**config.mk**
```make
export PLATFORM = sky130hd
export DESIGN_NAME = seg7_scan_capture
export DESIGN_NICKNAME = d
export VERILOG_FILES = /design/src/rtl/seg7_scan_capture_pkg.sv /design/src/rtl/seg7_scan_capture_decode.sv /design/src/rtl/seg7_scan_capture.sv
export SDC_FILE = /design/constraint.sdc
export NUM_CORES = 1
export LEC_CHECK = 0
export BUFFER_PORTS_ARGS = -buffer_cell sky130_fd_sc_hd__buf_2
export CAP_MARGIN = 25
export CELL_PAD_IN_SITES_DETAIL_PLACEMENT = 1
export CELL_PAD_IN_SITES_GLOBAL_PLACEMENT = 2
export CORE_ASPECT_RATIO = 1.75
export CORE_UTILIZATION = 37
export CTS_CLUSTER_DIAMETER = 150
export CTS_CLUSTER_SIZE = 28
export DETAILED_ROUTE_END_ITERATION = 10
export PLACE_DENSITY_LB_ADDON = 0.1
export SETUP_SLACK_MARGIN = 0.5
export SYNTH_ARGS = -nofsm -noshare
export SYNTH_HDL_FRONTEND = slang
export SYNTH_SLANG_ARGS = --single-unit
export TNS_END_PERCENT = 20
```
**constraint.sdc**
```tcl
create_clock -name clk_placa -period 1.94 [get_ports clk_placa]
set_input_delay 0.194 -clock clk_placa [delete_from_list [all_inputs] [get_ports clk_placa]]
set_output_delay 0.194 -clock clk_placa [all_outputs]
set_load 0.005 [all_outputs]
```
**src/rtl/seg7_scan_capture_pkg.sv**
```systemverilog
// seg7_scan_capture_pkg: shared selector codes, segment patterns, BCD error code and FSM states
package seg7_scan_capture_pkg;
  localparam logic [3:0] SEL_D1 = 4'b0111;
  localparam logic [3:0] SEL_D2 = 4'b1011;
  localparam logic [3:0] SEL_D3 = 4'b1101;
  localparam logic [3:0] SEL_D4 = 4'b1110;
  localparam logic [6:0] SEG_0 = 7'b1000000;
  localparam logic [6:0] SEG_1 = 7'b1111001;
  localparam logic [6:0] SEG_2 = 7'b0100100;
  localparam logic [6:0] SEG_3 = 7'b0110000;
  localparam logic [6:0] SEG_4 = 7'b0011001;
  localparam logic [6:0] SEG_5 = 7'b0010010;
  localparam logic [6:0] SEG_6 = 7'b0000010;
  localparam logic [6:0] SEG_7 = 7'b1111000;
  localparam logic [6:0] SEG_8 = 7'b0000000;
  localparam logic [6:0] SEG_9 = 7'b0010000;
  localparam logic [6:0] SEG_BLANK = 7'b1111111;
  localparam logic [3:0] BCD_ERR = 4'hF;
  localparam logic [3:0] DP_EXPECTED = 4'b1010;
  typedef enum logic [1:0] {ST_IDLE, ST_SETTLE, ST_SAMPLE, ST_HOLD} state_t;
  function automatic logic sel_legal(input logic [3:0] sel);
    return sel == SEL_D1 || sel == SEL_D2 || sel == SEL_D3 || sel == SEL_D4;
  endfunction
endpackage

```
**src/rtl/seg7_scan_capture_decode.sv**
```systemverilog
// seg7_scan_capture_decode: active-low 7-segment pattern to BCD, BCD_ERR for anything else
//   i_seg[6:0]  segments g..a, active low
//   o_bcd[3:0]  decoded digit or BCD_ERR
//   o_invalid   pattern is not one of SEG_0..SEG_9
module seg7_scan_capture_decode
  import seg7_scan_capture_pkg::*;
(
  input  logic [6:0] i_seg,
  output logic [3:0] o_bcd,
  output logic       o_invalid
);
  always_comb begin
    o_bcd = i_seg == SEG_0 ? 4'd0 :
            i_seg == SEG_1 ? 4'd1 :
            i_seg == SEG_2 ? 4'd2 :
            i_seg == SEG_3 ? 4'd3 :
            i_seg == SEG_4 ? 4'd4 :
            i_seg == SEG_5 ? 4'd5 :
            i_seg == SEG_6 ? 4'd6 :
            i_seg == SEG_7 ? 4'd7 :
            i_seg == SEG_8 ? 4'd8 :
            i_seg == SEG_9 ? 4'd9 : BCD_ERR;
    o_invalid = o_bcd == BCD_ERR;
  end
endmodule

```
**src/rtl/seg7_scan_capture.sv**
```systemverilog
// seg7_scan_capture: samples a multiplexed 4-digit 7-segment bus and publishes coherent decoded frames
//   clk_placa, rst          clock, synchronous active-high reset
//   seletor_display[4:1]    active-low one-hot digit select, [4] = digit 1
//   segmentos[7:0]          active-low segments, [7] = dp
//   num1..num4              last complete frame, 4'hF = undecodable
//   ponto[4:1]              dp lit per digit of last frame
//   frame_valid, digit_err, dp_err   one-cycle pulses; stale level
//   SEG7_SCAN_DP_CHECK_EN   enables dp pattern check against 4'b1010
module seg7_scan_capture
  import seg7_scan_capture_pkg::*;
#(
  parameter int SETTLE_CYCLES = 1000,
  parameter int FRAME_TIMEOUT = 100000
) (
  input  logic       clk_placa,
  input  logic       rst,
  input  logic [4:1] seletor_display,
  input  logic [7:0] segmentos,
  output logic [3:0] num1,
  output logic [3:0] num2,
  output logic [3:0] num3,
  output logic [3:0] num4,
  output logic [4:1] ponto,
  output logic       frame_valid,
  output logic       digit_err,
  output logic       dp_err,
  output logic       stale
);
  logic [4:1] r_sel_m, r_sel, r_sel_p, r_cap_sel, r_mask, r_dp_sh, r_ponto;
  logic [7:0] r_seg_m, r_seg, r_seg_p;
  logic [3:0] r_shadow [4:1];
  logic [3:0] r_num [4:1];
  logic [15:0] r_settle_cnt;
  logic [16:0] r_stale_cnt;
  logic r_fv, r_digit_err, r_stale;
  state_t r_state, w_next;
  logic w_legal, w_stable, w_settled, w_sample, w_frame, w_invalid;
  logic [3:0] w_bcd;
  seg7_scan_capture_decode u_dec (.i_seg(r_seg_p[6:0]), .o_bcd(w_bcd), .o_invalid(w_invalid));
  assign w_legal = sel_legal(r_sel);
  assign w_stable = r_sel == r_sel_p && r_seg == r_seg_p;
  assign w_settled = r_settle_cnt == 16'(SETTLE_CYCLES);
  assign w_sample = r_state == ST_SAMPLE;
  assign w_frame = r_mask == 4'hF;
  always_ff @(posedge clk_placa)
    if (rst) r_state <= ST_IDLE;
    else r_state <= w_next;
  // SAMPLE works on the already-verified previous-cycle values, so it ignores the live selector
  always_comb begin
    w_next = !w_legal && r_state != ST_SAMPLE ? ST_IDLE :
             r_state == ST_IDLE   ? ST_SETTLE :
             r_state == ST_SETTLE ? (w_settled ? ST_SAMPLE : ST_SETTLE) :
             r_state == ST_SAMPLE ? ST_HOLD :
             r_sel != r_cap_sel   ? ST_SETTLE : ST_HOLD;
  end
  always_ff @(posedge clk_placa) begin
    if (rst) begin
      r_sel_m <= '1;
      r_sel <= '1;
      r_sel_p <= '1;
      r_seg_m <= '1;
      r_seg <= '1;
      r_seg_p <= '1;
      r_cap_sel <= '1;
      r_settle_cnt <= '0;
      r_stale_cnt <= '0;
      r_mask <= '0;
      r_dp_sh <= '0;
      r_shadow <= '{default: '0};
      r_num <= '{default: '0};
      r_ponto <= '0;
      r_fv <= 1'b0;
      r_digit_err <= 1'b0;
      r_stale <= 1'b0;
    end else begin
      r_sel_m <= seletor_display;
      r_sel <= r_sel_m;
      r_sel_p <= r_sel;
      r_seg_m <= segmentos;
      r_seg <= r_seg_m;
      r_seg_p <= r_seg;
      r_settle_cnt <= r_state != ST_SETTLE || !w_stable ? '0 : w_settled ? r_settle_cnt : r_settle_cnt + 16'd1;
      r_stale_cnt <= w_sample ? '0 : r_stale_cnt == 17'(FRAME_TIMEOUT) ? r_stale_cnt : r_stale_cnt + 17'd1;
      if (w_sample) begin
        r_cap_sel <= r_sel_p;
        for (int k = 1; k <= 4; k++)
          if (!r_sel_p[k]) begin
            r_shadow[k] <= w_bcd;
            r_dp_sh[k] <= ~r_seg_p[7];
          end
      end
      r_mask <= (w_frame ? 4'h0 : r_mask) | (w_sample ? ~r_sel_p : 4'h0);
      r_digit_err <= w_sample && w_invalid;
      r_fv <= w_frame;
      if (w_frame) begin
        r_num <= r_shadow;
        r_ponto <= r_dp_sh;
      end
      r_stale <= w_frame ? 1'b0 : r_stale_cnt == 17'(FRAME_TIMEOUT) ? 1'b1 : r_stale;
    end
  end
`ifdef SEG7_SCAN_DP_CHECK_EN
  logic r_dp_err;
  always_ff @(posedge clk_placa)
    if (rst) r_dp_err <= 1'b0;
    else r_dp_err <= w_frame && r_dp_sh != DP_EXPECTED;
  assign dp_err = r_dp_err;
`else
  assign dp_err = 1'b0;
`endif
  assign num1 = r_num[4];
  assign num2 = r_num[3];
  assign num3 = r_num[2];
  assign num4 = r_num[1];
  assign ponto = r_ponto;
  assign frame_valid = r_fv;
  assign digit_err = r_digit_err;
  assign stale = r_stale;
endmodule

```
Yosys cells after proc, flatten, opt, wreduce, memory -nomap -nowiden
Index checks and enable logic that the tools add are counted.
Widths: inputs -> output; s select.
- register bits: 122
- logic and storage cells: 98
- output and inout port bits: 24
- input bits: 14
- $add $sub $neg: 2
- equality and inequality tests: 24
- reductions and logical operators: 20
- bitwise logic cells: 7
- multiplexer cells: 17
- operators with widths (operator ; count):
    $mux 4 ; 11
    $eq 7x5->1 const B ; 3
    $eq 7x7->1 const B ; 3
    $eq 4x4->1 const B ; 5
    $add 17x1->17 const B ; 1
    $eq 17x17->1 const B ; 1
    $add 16x1->16 const B ; 1
    $eq 16x10->1 const B ; 1
    $eq 7x6->1 const B ; 2
    $eq 8x8->1 ; 1
    $mux 2 ; 4
    $reduce_and 2->1 ; 4
    $reduce_or 2->1 ; 4
    $eq 7x2->1 const B ; 1
    $logic_not 7->1 ; 1
    $not 1->1 ; 5
    $eq 4x3->1 const B ; 1
    $eq 4x4->1 ; 1
    $logic_or 1x1->1 ; 4
    $ne 4x4->1 ; 1
    $not 4->4 ; 1
    $or 4x4->4 ; 1
    $logic_and 1x1->1 ; 3
    $mux 3 ; 1
    8 further kinds ; 9

Depth between registers and ports, before layout
Gate-level depths: netlist (run 1).
- depth in word-level cells: 13
- depth in mapped cells: 6
- depth with buffers taken out: 6

By module
Synthesis (run 1) repeated with hierarchy kept, for this count alone.
- cells, all modules: 532
- area, all modules: 4747.1 sq um
- by module, submodules not included (module ; cells each ; area an instance (sq um) ; times used ; sequential area each (sq um)):
    seg7_scan_capture ; 499 ; 4541.9 ; 1 ; 2442.3
    seg7_scan_capture_decode ; 33 ; 205.2 ; 1 ; 0.0

Worst setup path before layout (run 1)
OpenSTA, ideal clock, no wires.
- kind: register to register
- start point: register r_seg_p[1]
- end point: register r_shadow[15] (netlist bit)
- arrival: 1.387 ns
- stages on the path, launching flop included: 5
- slack: 0.410 ns
- cells stage by stage: dfxtp_1 -> clkbuf_1 -> or3b_2 -> a21oi_1 -> o32ai_1
- cells in the longest elaborated chain, start to end: 9
- RTL lines (item ; RTL line ; source):
    start: declaration ; seg7_scan_capture.sv:30 ; logic [7:0] r_seg_m, r_seg, r_seg_p;
    start signal: assignment ; seg7_scan_capture.sv:81 ; r_seg_p <= r_seg;
    $eq 7x7->1 ; seg7_scan_capture_decode.sv:20 ; i_seg == SEG_7 ? 4'd7 :
    $mux 4 ; seg7_scan_capture_decode.sv:20 ;
    $mux 4 ; seg7_scan_capture_decode.sv:19 ; i_seg == SEG_6 ? 4'd6 :
    $mux 4 ; seg7_scan_capture_decode.sv:18 ; i_seg == SEG_5 ? 4'd5 :
    $mux 4 ; seg7_scan_capture_decode.sv:17 ; i_seg == SEG_4 ? 4'd4 :
    $mux 4 ; seg7_scan_capture_decode.sv:16 ; i_seg == SEG_3 ? 4'd3 :
    $mux 4 ; seg7_scan_capture_decode.sv:15 ; i_seg == SEG_2 ? 4'd2 :
    $mux 4 ; seg7_scan_capture_decode.sv:14 ; i_seg == SEG_1 ? 4'd1 :
    $mux 4 * ; seg7_scan_capture_decode.sv:13 ; o_bcd = i_seg == SEG_0 ? 4'd0 :
    end signal: indexed assignment ; seg7_scan_capture.sv:88 ; r_shadow[k] <= w_bcd;
    end: declaration ; seg7_scan_capture.sv:31 ; logic [3:0] r_shadow [4:1];
Every way passes the cells marked *; elsewhere a longest branch is shown, timed or not.
A chain may end at the register's enable or synchronous reset.

Final worst setup path (run 1)
- start point: register r_settle_cnt[2]
- end point: register r_settle_cnt[12]
- cells in the longest elaborated chain, start to end: 1
- RTL lines (item ; RTL line ; source):
    start: declaration ; seg7_scan_capture.sv:33 ; logic [15:0] r_settle_cnt;
    start signal: assignment ; seg7_scan_capture.sv:82 ; r_settle_cnt <= r_state != ST_SETTLE || !w_stable ? '0 : w_settled ? r_settle_cnt : r_settle_cnt + 16'd1;
    $add 16x1->16 / $eq 16x10->1 (equally long branches) ; seg7_scan_capture.sv:82, seg7_scan_capture.sv:42 ;
Several ways; a longest one is shown, not always the timed one.

==> summary.txt, run 1 <==
STA
  • Tcrit/Tclk final: between 70% and 80%
  • Fmax achieved: ~0.67 GHz
  • Hold WS: approximately 0.24 ns
  • Hold Fails Final Rpt: 0
  • Setup tns final: 0 ns
  • Max-slew violations: 0
  • Clk_skew: 0.007101 ns
  • Min Tclk post-route: between 1 and 1.5 ns
  • Final worst slack: ~0.44 ns
  • RSZ-0062 raised after global routing: yes
  • Setup-failing EPs final: 0

Power and ir drop
  • Power per cell area: between 800 and 900 mW/mm2
  • Net Sw Power: 1.318 mW
  • Flop pwr share: between 40% and 50%
  • Static leakage: approximately 2.3 nW
  • Peak supply drop: 522.0 uV
  • Clock power frac: roughly half
  • Int Power: ~4.2 mW
  • Part of the power in combinational logic: 3.2%
  • Sw Ratio: between 20% and 30%

Die
  • Die Wd: just under 90 um
  • Die Y: between 150 and 200 um
  • Core Area: 0.01250 mm2
  • Die footprint: around 0.013 mm2
  • Row cnt: 54
  • Starting Density: between 30% and 40%
  • # IOs: 38

Worst hold path
  • HP Class: in -> reg

Finish
  • Multi-input gate area: 0.002409 mm2
  • Diode count: 0
  • Area grow syn2layout: 32.82%
  • Fin nets: roughly 620
  • Final core utilization: about half
  • Share of cells above drive strength 1: a little over a third
  • Fill cells: 1415
  • Register area: around 0.0025 mm2

Synth
  • Count of cell types in the netlist: 53
  • Synth area leader: dfxtp_1
  • Post-synth ARST share: 0%
  • Synth warnings: 0
  • Post-synthesis instance area: 0.004738 mm2
  • Post-Syn Nets: 540
  • EDFF count, synth: 0
  • Register area share after synthesis: between 50% and 60%
  • Mapped Cells: 522
  • Syn Area/Cell: about 9.1 um2
  • Yosys top cell area share: 51.54%
  • Top FF cell, synth: dfxtp_1
  • Synthesized flop and latch total: between 100 and 150
  • Area contributors post-synth: dfxtp_1 (52%), nand2_1 (5.5%), xor2_1 (5.0%)

Route
  • Via count: roughly 4000
  • Initial DRT Pass Iterations: 4
  • Drt total wl: 12480 um
  • 1st-iter DRT viols: roughly 120
  • # DRC: 0
  • DR vias/cell: between 5 and 6
  • Wire length per cell after detailed routing: between 15 and 20 um
  • Number of nets with antenna violations after routing: 0

Clock tree
  • Longest Clk Path Bufs: 2
  • CTS tree: built
  • CTS root buf: clkbuf_16
  • H-tree depth: 4
  • Clock latency on the worst-skew pair: about 0.42 ns
  • Clock transition at path regs: approximately 0.06 ns
  • CTS sink count: 122
  • Inserted Clock Buffers: 17

Worst setup path
  • CP Max Fanout: 8
  • CP required: roughly 2.3 ns
  • CP max stage delay: between 0.5 and 0.6 ns
  • Worst path cell trace: nand4_1 -> or4_4 -> xor2_2 -> nor2_1
  • Buf+Inv Stages, Crit Path: 0
  • Crit path max-delay family: simple AND/OR/NAND/NOR gates
  • Worst path slowest cell: or4_4
  • Setup CP Type: reg -> reg
  • Critical path capture point type: flip-flop
  • Crit start category: flip-flop
  • Critical path arrival: 1.85 ns

Place
  • Last weighted congestion value of the routability-driven placer: approximately 0.76
  • # port buffers: 36
  • Final HPWL DP: a little over 8000 um
  • Dpl ws: 0.2937 ns

Global route
  • Met2 Usage GRT: 39.45%
  • Vias in the first global route: ~4200
  • GR peak layer: met2
  • Met1 usage: about 21%
  • First-pass GRT wire length: approximately 20000 um
  • Met3 Track Usage GR: 4.550%
  • Total GRT Usage: 20.64%
  • Largest net degree at the start of global routing: 37
  • Number of antenna violations at the first check in global routing: 0
  • Gr ovfl total: 0

Job
  • Maxcap violations: 0

Run status
  • Outcome: finished, final reports clean
-- repair_timing --
item | CTS | global route
pin swaps | 14 | 12
buffers inserted | 17 | 5
hold buffers | 12 | 0
gates resized for setup | 47 | 36
hold endpoints to repair | 12 | 0
setup endpoints to repair | 48 | 46
-- final cells by class --
type / instances / area share [%]
clock buffer: 17 / 6.759
sequential: 122 / 40.06
multi-input combinational: 364 / 38.27
clock inverter: 15 / 1.650
inverter: 10 / 0.6362
tap: 168 / 3.340
timing repair buffer: 82 / 9.284
-- final timing paths --
check / start / endpoint / slack, ns / cells past startpoint
hold reg to reg: r_sel_m[3]$_SDFF_PP1_ / r_sel[3]$_SDFF_PP1_ / 0.41 / 1
hold / removal: rst / r_seg_m[2]$_SDFF_PP1_ / 0.24 / 2
setup reg to reg: r_settle_cnt[2]$_SDFFE_PP0N_ / r_settle_cnt[12]$_SDFFE_PP0N_ / 0.44 / 4
setup / recovery: r_settle_cnt[2]$_SDFFE_PP0N_ / r_settle_cnt[12]$_SDFFE_PP0N_ / 0.44 / 4
-- cell usage in the layout, fill, tap and decap left out, drive strengths merged, types with 9 or more instances in the layout --
cell / instances
dfxtp: 122
nand2: 71
buf: 70
nor2: 53
or2: 38
a21oi: 34
xor2: 27
clkbuf: 17
xnor2: 16
nand4: 14
nand3: 13
dlygate4sd3: 12
inv: 12
a211oi: 10
nor4: 10
nor3: 9
clkinv: 9
-- through the flow --
stage	cell area (um2)	cells	total power, mW
finish	6294	778	5.563
global placement	5161	712	2.770
detailed placement	5161	712	2.779
CTS	6106	773	5.622
global route	6294	778	5.754
floorplan	4786	522	2.726
-- power by group through the flow --
stage | Clock (mW) | Combinational [mW] | Sequential [mW]
floorplan | 0 | 0.108 | 2.62
global placement | 0 | 0.136 | 2.63
detailed placement | 0 | 0.141 | 2.64
CTS | 2.88 | 0.172 | 2.57
global route | 2.98 | 0.199 | 2.57
finish | 2.81 | 0.178 | 2.57
-- cell usage after synthesis, types with 3 or more instances --
library cell	instances
nor3_1	9
o32ai_1	5
nor4bb_1	4
nor2_2	3
nor4_1	10
nor2b_1	3
xnor2_1	16
nor2_1	50
ha_1	4
o21ai_0	8
nand2_1	70
inv_1	10
clkbuf_1	21
nor3b_1	3
o22ai_1	8
or4_1	3
a211oi_1	10
nand4_1	13
dfxtp_1	122
nand3_1	12
xor2_1	27
or2_2	37
and4_1	4
a21oi_1	34
mux2i_1	3
-- routing by layer --
layer  wire, um  vias to the layer above
met3        244                       27
met1       4723                     1925
met4        285                        0
met5          0                        -
li1           -                     1936
met2       7229                       52
-- flip-flops by register name, indices dropped and copies added (netlist names) --
register,flops
num1,4
num2,4
r_sel,4
r_mask,4
r_seg_m,8
digit_err,1
frame_valid,1
r_seg_p,8
ponto,4
r_sel_m,4
r_sel_p,4
r_state,2
r_seg,8
stale,1
r_shadow,16
r_settle_cnt,16
r_dp_sh,4
num3,4
r_stale_cnt,17
num4,4
r_cap_sel,4
-- cell families (layout without fill, tap and decap cells) --
| family | after synthesis | count (layout) | synth area share [%] |
|---|---|---|---|
| mux | 3 | 3 | 0.6338 |
| other cells | 1 | 1 | 0.07914 |
| flops | 122 | 122 | 51.54 |
| buf+inv | 36 | 124 | 3.195 |
| xor+xnor | 43 | 43 | 7.948 |
| simple gates | 239 | 239 | 26.01 |
| compound gates | 74 | 74 | 9.533 |
| fa+ha+maj | 4 | 4 | 1.056 |
(Power assumes the default switching activity.)
==> inputs of run 2 (changes only) <==
- CORE_UTILIZATION: 37 -> 33
- clock period: 1.94 -> 1.25 ns (I/O delays scaled with it)
==> summary.txt, run 2 (synthesis gave the netlist of run 1 again) <==
STA
  • Fmax achieved: 0.6732 GHz
  • RSZ-0062 raised after global routing: yes
  • Final worst slack: -0.2355 ns
  • Slew headroom: 63.58%
  • Max-slew violations: 0
  • Hold WS: 0.09681 ns
  • Setup tns final: -5.860 ns
  • Clk_skew: 0.01416 ns
  • Hold Fails Final Rpt: 0
  • Min Tclk post-route: 1.485 ns
  • Slew at the pin closest to its max-slew limit: 0.5463 ns
  • Setup-failing EPs final: 48
  • Tcrit/Tclk final: 118.8%

Clock tree
  • Clock latency on the worst-skew pair: roughly 0.41 ns
  • Longest Clk Path Bufs: 2
  • CTS root buf: clkbuf_16
  • Clock transition at path regs: 0.05 ns
  • CTS tree: built
  • H-tree depth: 4
  • CTS sink count: 122
  • Inserted Clock Buffers: 17

Finish
  • Area grow syn2layout: 48.80%
  • Most frequent cells in the layout: dfxtp_1 (96), buf_4 (82), nand2_1 (68)
  • Share of cells above drive strength 1: roughly 43%
  • Final Cell Area: between 0.007 and 0.008 mm2
  • Fin nets: slightly below 700
  • Most common cell after layout, fill and taps aside: dfxtp_1
  • Finished Layout Cells: 852
  • Largest Register: r_stale_cnt
  • Top Registers: r_stale_cnt x17, r_settle_cnt x16, r_shadow x16
  • Final core utilization: about half
  • Diode count: 0
  • Max reg flops: 17

Die
  • Die Wd: between 90 and 100 um
  • Starting Density: between 30% and 40%
  • Core Area: 0.01398 mm2
  • Row cnt: 57
  • Die footprint: approximately 0.015 mm2
  • Die Y: approximately 160 um
  • # IOs: 38

Global route
  • First-pass GRT wire length: between 20000 and 25000 um
  • Number of antenna violations at the first check in global routing: 0
  • Total GRT Usage: around 18%
  • Gr ovfl total: 0
  • Met3 Track Usage GR: approximately 3.6%
  • Largest net degree at the start of global routing: about 60
  • GR peak layer: met2
  • Met1 usage: 18.90%
  • Vias in the first global route: 4407
  • Met2 Usage GRT: between 30% and 40%

Place
  • Final HPWL DP: 9147 um
  • Placed Area: 0.005886 mm2
  • # port buffers: 36
  • Dpl ws: -0.3762 ns
  • Placed insts: between 800 and 900
  • Last weighted congestion value of the routability-driven placer: roughly 0.78

Worst setup path
  • Critical path arrival: between 1.5 and 2 ns
  • CP required: between 1.5 and 2 ns
  • Setup CP Type: reg -> reg
  • CP Max Fanout: 8
  • Worst R2R Path Depth: 6
  • Crit start category: flip-flop
  • Critical path capture point type: flip-flop

Route
  • DR vias/cell: just under 5
  • # DRC: 0
  • Number of nets with antenna violations after routing: 0
  • 1st-iter DRT viols: between 80 and 90
  • Initial DRT Pass Iterations: 4
  • Via count: 4161
  • Drt total wl: 13070 um
  • Wire length per cell after detailed routing: 15.34 um

Run status
  • Failing checks: negative setup slack
  • Outcome: finished with violations

Worst hold path
  • HP Class: in -> reg
  • Hold Path Depth: 3

Power and ir drop
  • Power per cell area: roughly 1300 mW/mm2
  • Static leakage: 2.734 nW
  • Peak supply drop: between 800 and 900 uV
  • Total Power: 9.096 mW

Job
  • Maxcap violations: 0
-- run 2: cell count changes in the layout (fill, tap and decap cells not counted), sizes merged --
cell	previous run	this run
buf	70	135
clkinvlp	4	1
clkbuf	17	25
dlymetal6s4s	0	4
clkinv	9	4
dlygate4sd3	12	8
inv	12	10
bufinv	0	2
-- run 2: area by class of cell --
| cell class | count | area [um2] |
|---|---|---|
| Tap cell | 177 | 221.5 |
| Clock inverter | 7 | 91.34 |
| Inverter | 10 | 37.54 |
| Timing Repair Buffer | 147 | 1170 |
| Clock buffer | 25 | 475.5 |
| Sequential cell | 122 | 2500 |
| Multi-Input combinational cell | 364 | 2555 |
| Fill cell | 1598 | 6928 |
-- run 2: what timing repair did --
item	in CTS	in global routing
hold endpoints to repair	12	0
gates cloned	1	0
pin swaps	10	19
endpoints found under the setup margin	113	119
resized for setup	32	71
hold buffers	12	0
buffers inserted	3	2
-- run 2: metal layers --
metal,up-vias,routed length (um)
met1,2036,4973
met2,44,7638
met3,18,207
met5,-,0
met4,0,254
li1,2063,-
-- run 2: final timing paths --
kind / startpoint / slack (ns) / endpoint
worst max-delay path: r_sel_p[3]$_SDFF_PP1_ / -0.24 / r_settle_cnt[0]$_SDFFE_PP0N_
worst min-delay path: segmentos[4] / 0.1 / r_seg_m[4]$_SDFF_PP1_
worst max register to register: r_sel_p[3]$_SDFF_PP1_ / -0.24 / r_settle_cnt[0]$_SDFFE_PP0N_
worst min register to register: r_seg_m[5]$_SDFF_PP1_ / 0.40 / r_seg[5]$_SDFF_PP1_
-- run 2: worst max-delay path, stage by stage, from the launching register on --
cell	delay, ns
dfxtp_1	0.31
xor2_1	0.17
nor4b_2	0.27
buf_4	0.16
nand4_1	0.17
buf_6	0.22
nor2_2	0.11
-- run 2: report_power, final --
| group | switching (mW) | internal, mW | leakage [nW] | total [mW] |
|---|---|---|---|---|
| logic | 0.174 | 0.204 | 1.46 | 0.378 |
| clock network | 1.70 | 3.03 | 0.275 | 4.73 |
| registers | 0.0489 | 3.94 | 0.998 | 3.99 |
==> inputs of run 3 (changes only) <==
- CORE_UTILIZATION: 33 -> 40
- clock period: 1.25 -> 1.9 ns (I/O delays scaled with it)
==> summary.txt, run 3 (synthesis gave the netlist of run 1 again) <==
Run status
  • Outcome: finished with violations
  • Failing checks: design-rule violations

Route
  • # DRC: 8
  • 1st-iter DRT viols: between 100 and 150
  • DR vias/cell: 5.235
  • Initial DRT Pass Iterations: 7
  • Number of nets with antenna violations after routing: 0
  • Via count: 3837
  • Drt total wl: roughly 12000 um
  • Wire length per cell after detailed routing: approximately 16 um

Power and ir drop
  • Power per cell area: slightly below 1000 mW/mm2
  • Sw Ratio: 22.30%
  • Part of the power in combinational logic: ~3.0%
  • Peak supply drop: between 600 and 700 uV
  • Flop pwr share: 44.4%
  • Net Sw Power: roughly 1.3 mW
  • Int Power: approximately 4.6 mW
  • Total Power: 5.932 mW
  • Clock power frac: 52.6%
  • Static leakage: 2.183 nW

Worst setup path
  • CP Max Fanout: 4
  • Setup CP Type: reg -> reg
  • R2r endpoint: r_stale_cnt[15]$_SDFFE_PP0P_
  • Crit start category: flip-flop
  • CP required: 2.24 ns
  • Reg2reg setup slack: around 0.39 ns
  • Critical path arrival: roughly 1.9 ns
  • Critical path capture point type: flip-flop
  • FF-to-FF Start: r_stale_cnt[11]$_SDFFE_PP0P_
  • Worst R2R Path Depth: 4

Die
  • Die footprint: 0.01230 mm2
  • Starting Density: slightly above 40%
  • Die Y: ~150 um
  • Die Wd: roughly 84 um
  • Core Area: 0.01158 mm2
  • Row cnt: 52
  • # IOs: 38

Clock tree
  • CTS sink count: around 120
  • CTS root buf: clkbuf_16
  • CTS tree: built
  • Inserted Clock Buffers: 17
  • Clock transition at path regs: ~0.06 ns
  • Clock latency on the worst-skew pair: ~0.42 ns
  • H-tree depth: 4
  • Longest Clk Path Bufs: 2

Finish
  • Largest Register: r_stale_cnt
  • Top Registers: r_stale_cnt x17, r_settle_cnt x16, r_shadow x16
  • Area grow syn2layout: 29.13%
  • Most frequent cells in the layout: dfxtp_1 (96), nand2_1 (68), nor2_1 (50)
  • Diode count: 0
  • Max reg flops: 17
  • Final Cell Area: roughly 0.0061 mm2
  • Fill cells: about 1300
  • Share of cells above drive strength 1: 32.11%
  • Most common cell after layout, fill and taps aside: dfxtp_1
  • Fin nets: approximately 600

Global route
  • Vias in the first global route: between 4000 and 5000
  • Largest net degree at the start of global routing: 65
  • Gr ovfl total: 0
  • First-pass GRT wire length: between 15000 and 20000 um
  • Total GRT Usage: slightly above 20%
  • Number of antenna violations at the first check in global routing: 0

Place
  • # port buffers: 36
  • Placed Area: 0.005104 mm2
  • Last weighted congestion value of the routability-driven placer: 0.8019
  • Final HPWL DP: just over 8000 um

Worst hold path
  • Worst hold start: rst
  • HP Class: in -> reg
  • Hold Path Depth: 2
  • Endpoint, Worst Hold: stale$_SDFFE_PP0N_

STA
  • Setup tns final: 0 ns
  • Hold Fails Final Rpt: 0
  • Min Tclk post-route: between 1.5 and 2 ns
  • RSZ-0062 raised after global routing: yes
  • Slew headroom: 61.25%
  • Hold WS: 0.1085 ns
  • Slew at the pin closest to its max-slew limit: 0.5812 ns
  • Setup-failing EPs final: 0
  • Max-slew violations: 0
  • Clk_skew: between 0.01 and 0.015 ns
  • Tcrit/Tclk final: between 70% and 80%
  • Fmax achieved: 0.6632 GHz

Job
  • Maxcap violations: 0
[run 3: changes by cell type in the layout (fill, tap and decap cells not counted), sizes merged]
| cell | previous run | this run |
|---|---|---|
| buf | 135 | 58 |
| clkbuf | 25 | 17 |
| clkinv | 4 | 7 |
| clkinvlp | 1 | 5 |
| dlygate4sd3 | 8 | 12 |
| dlymetal6s4s | 4 | 0 |
| inv | 10 | 11 |
[run 3: worst max-delay path: stages (launching register included)]
cell     delay [ns]
dfxtp_4        0.37
nand3_2        0.14
or2_4          0.29
or4_1          0.50
a21oi_1        0.13
[run 3: worst max path at each step]
stage                             startpoint                            to  slack [ns]  cells past startpoint
2_1_floorplan          r_seg_p[3]$_SDFF_PP1_     r_shadow[13]$_SDFFE_PP0P_        0.47                      5
3_3_place_gp           r_seg_p[4]$_SDFF_PP1_     r_shadow[15]$_SDFFE_PP0P_        0.30                      4
3_5_place_dp     r_stale_cnt[0]$_SDFFE_PP0P_  r_stale_cnt[14]$_SDFFE_PP0P_        0.25                      5
4_1_cts         r_settle_cnt[0]$_SDFFE_PP0N_         r_state[1]$_SDFF_PP0_        0.41                      6
5_1_grt        r_settle_cnt[11]$_SDFFE_PP0N_         r_state[0]$_SDFF_PP0_        0.31                      5
6_report        r_stale_cnt[11]$_SDFFE_PP0P_  r_stale_cnt[15]$_SDFFE_PP0P_        0.39                      4
[run 3: repair_timing]
item | 4_1_cts | 5_1_grt
gates resized for setup | 38 | 22
setup buffers | 10 | 2
pin swaps | 10 | 8
endpoints found under the setup margin | 50 | 49
hold buffers | 12 | 0
cloned | 0 | 0
endpoints found under the hold margin | 12 | 0
[run 3: final cells by class]
cell class | count | area, um2 | area share, %
flip-flops and latches | 122 | 2492 | 40.74
multi-input cells | 364 | 2366 | 38.67
repair buffers | 70 | 473.0 | 7.730
clock buffers | 17 | 425.4 | 6.953
well taps | 135 | 168.9 | 2.761
clock inverters | 15 | 152.6 | 2.495
inverters | 10 | 40.04 | 0.6544
[run 3: stage by stage]
| stage | std cells | utilization [%] | setup slack (ns) |
|---|---|---|---|
| CTS | 731 | 51.83 | 0.4071 |
| global route | 733 | 52.83 | 0.3076 |
| detailed placement | 677 | 44.07 | 0.2474 |
| global placement | 677 | 44.07 | 0.3016 |
| floorplan | 522 | - | 0.4747 |
| finish | 733 | 52.83 | 0.3922 |
[run 3: layer usage]
layer | track usage [%] | routed length (um) | up-vias
met4 | 10.52 | 338 | 0
met2 | 39.06 | 6657 | 53
li1 | - | - | 1910
met3 | 4.821 | 280 | 23
met5 | 0 | 0 | -
met1 | 20.92 | 4645 | 1851
[run 3: power by group through the flow]
stage	Sequential, mW	Combinational (mW)	Clock (mW)
floorplan	2.67	0.112	0
global placement	2.69	0.132	0
detailed placement	2.69	0.138	0
CTS	2.63	0.165	3.20
global route	2.64	0.198	3.30
finish	2.64	0.179	3.12
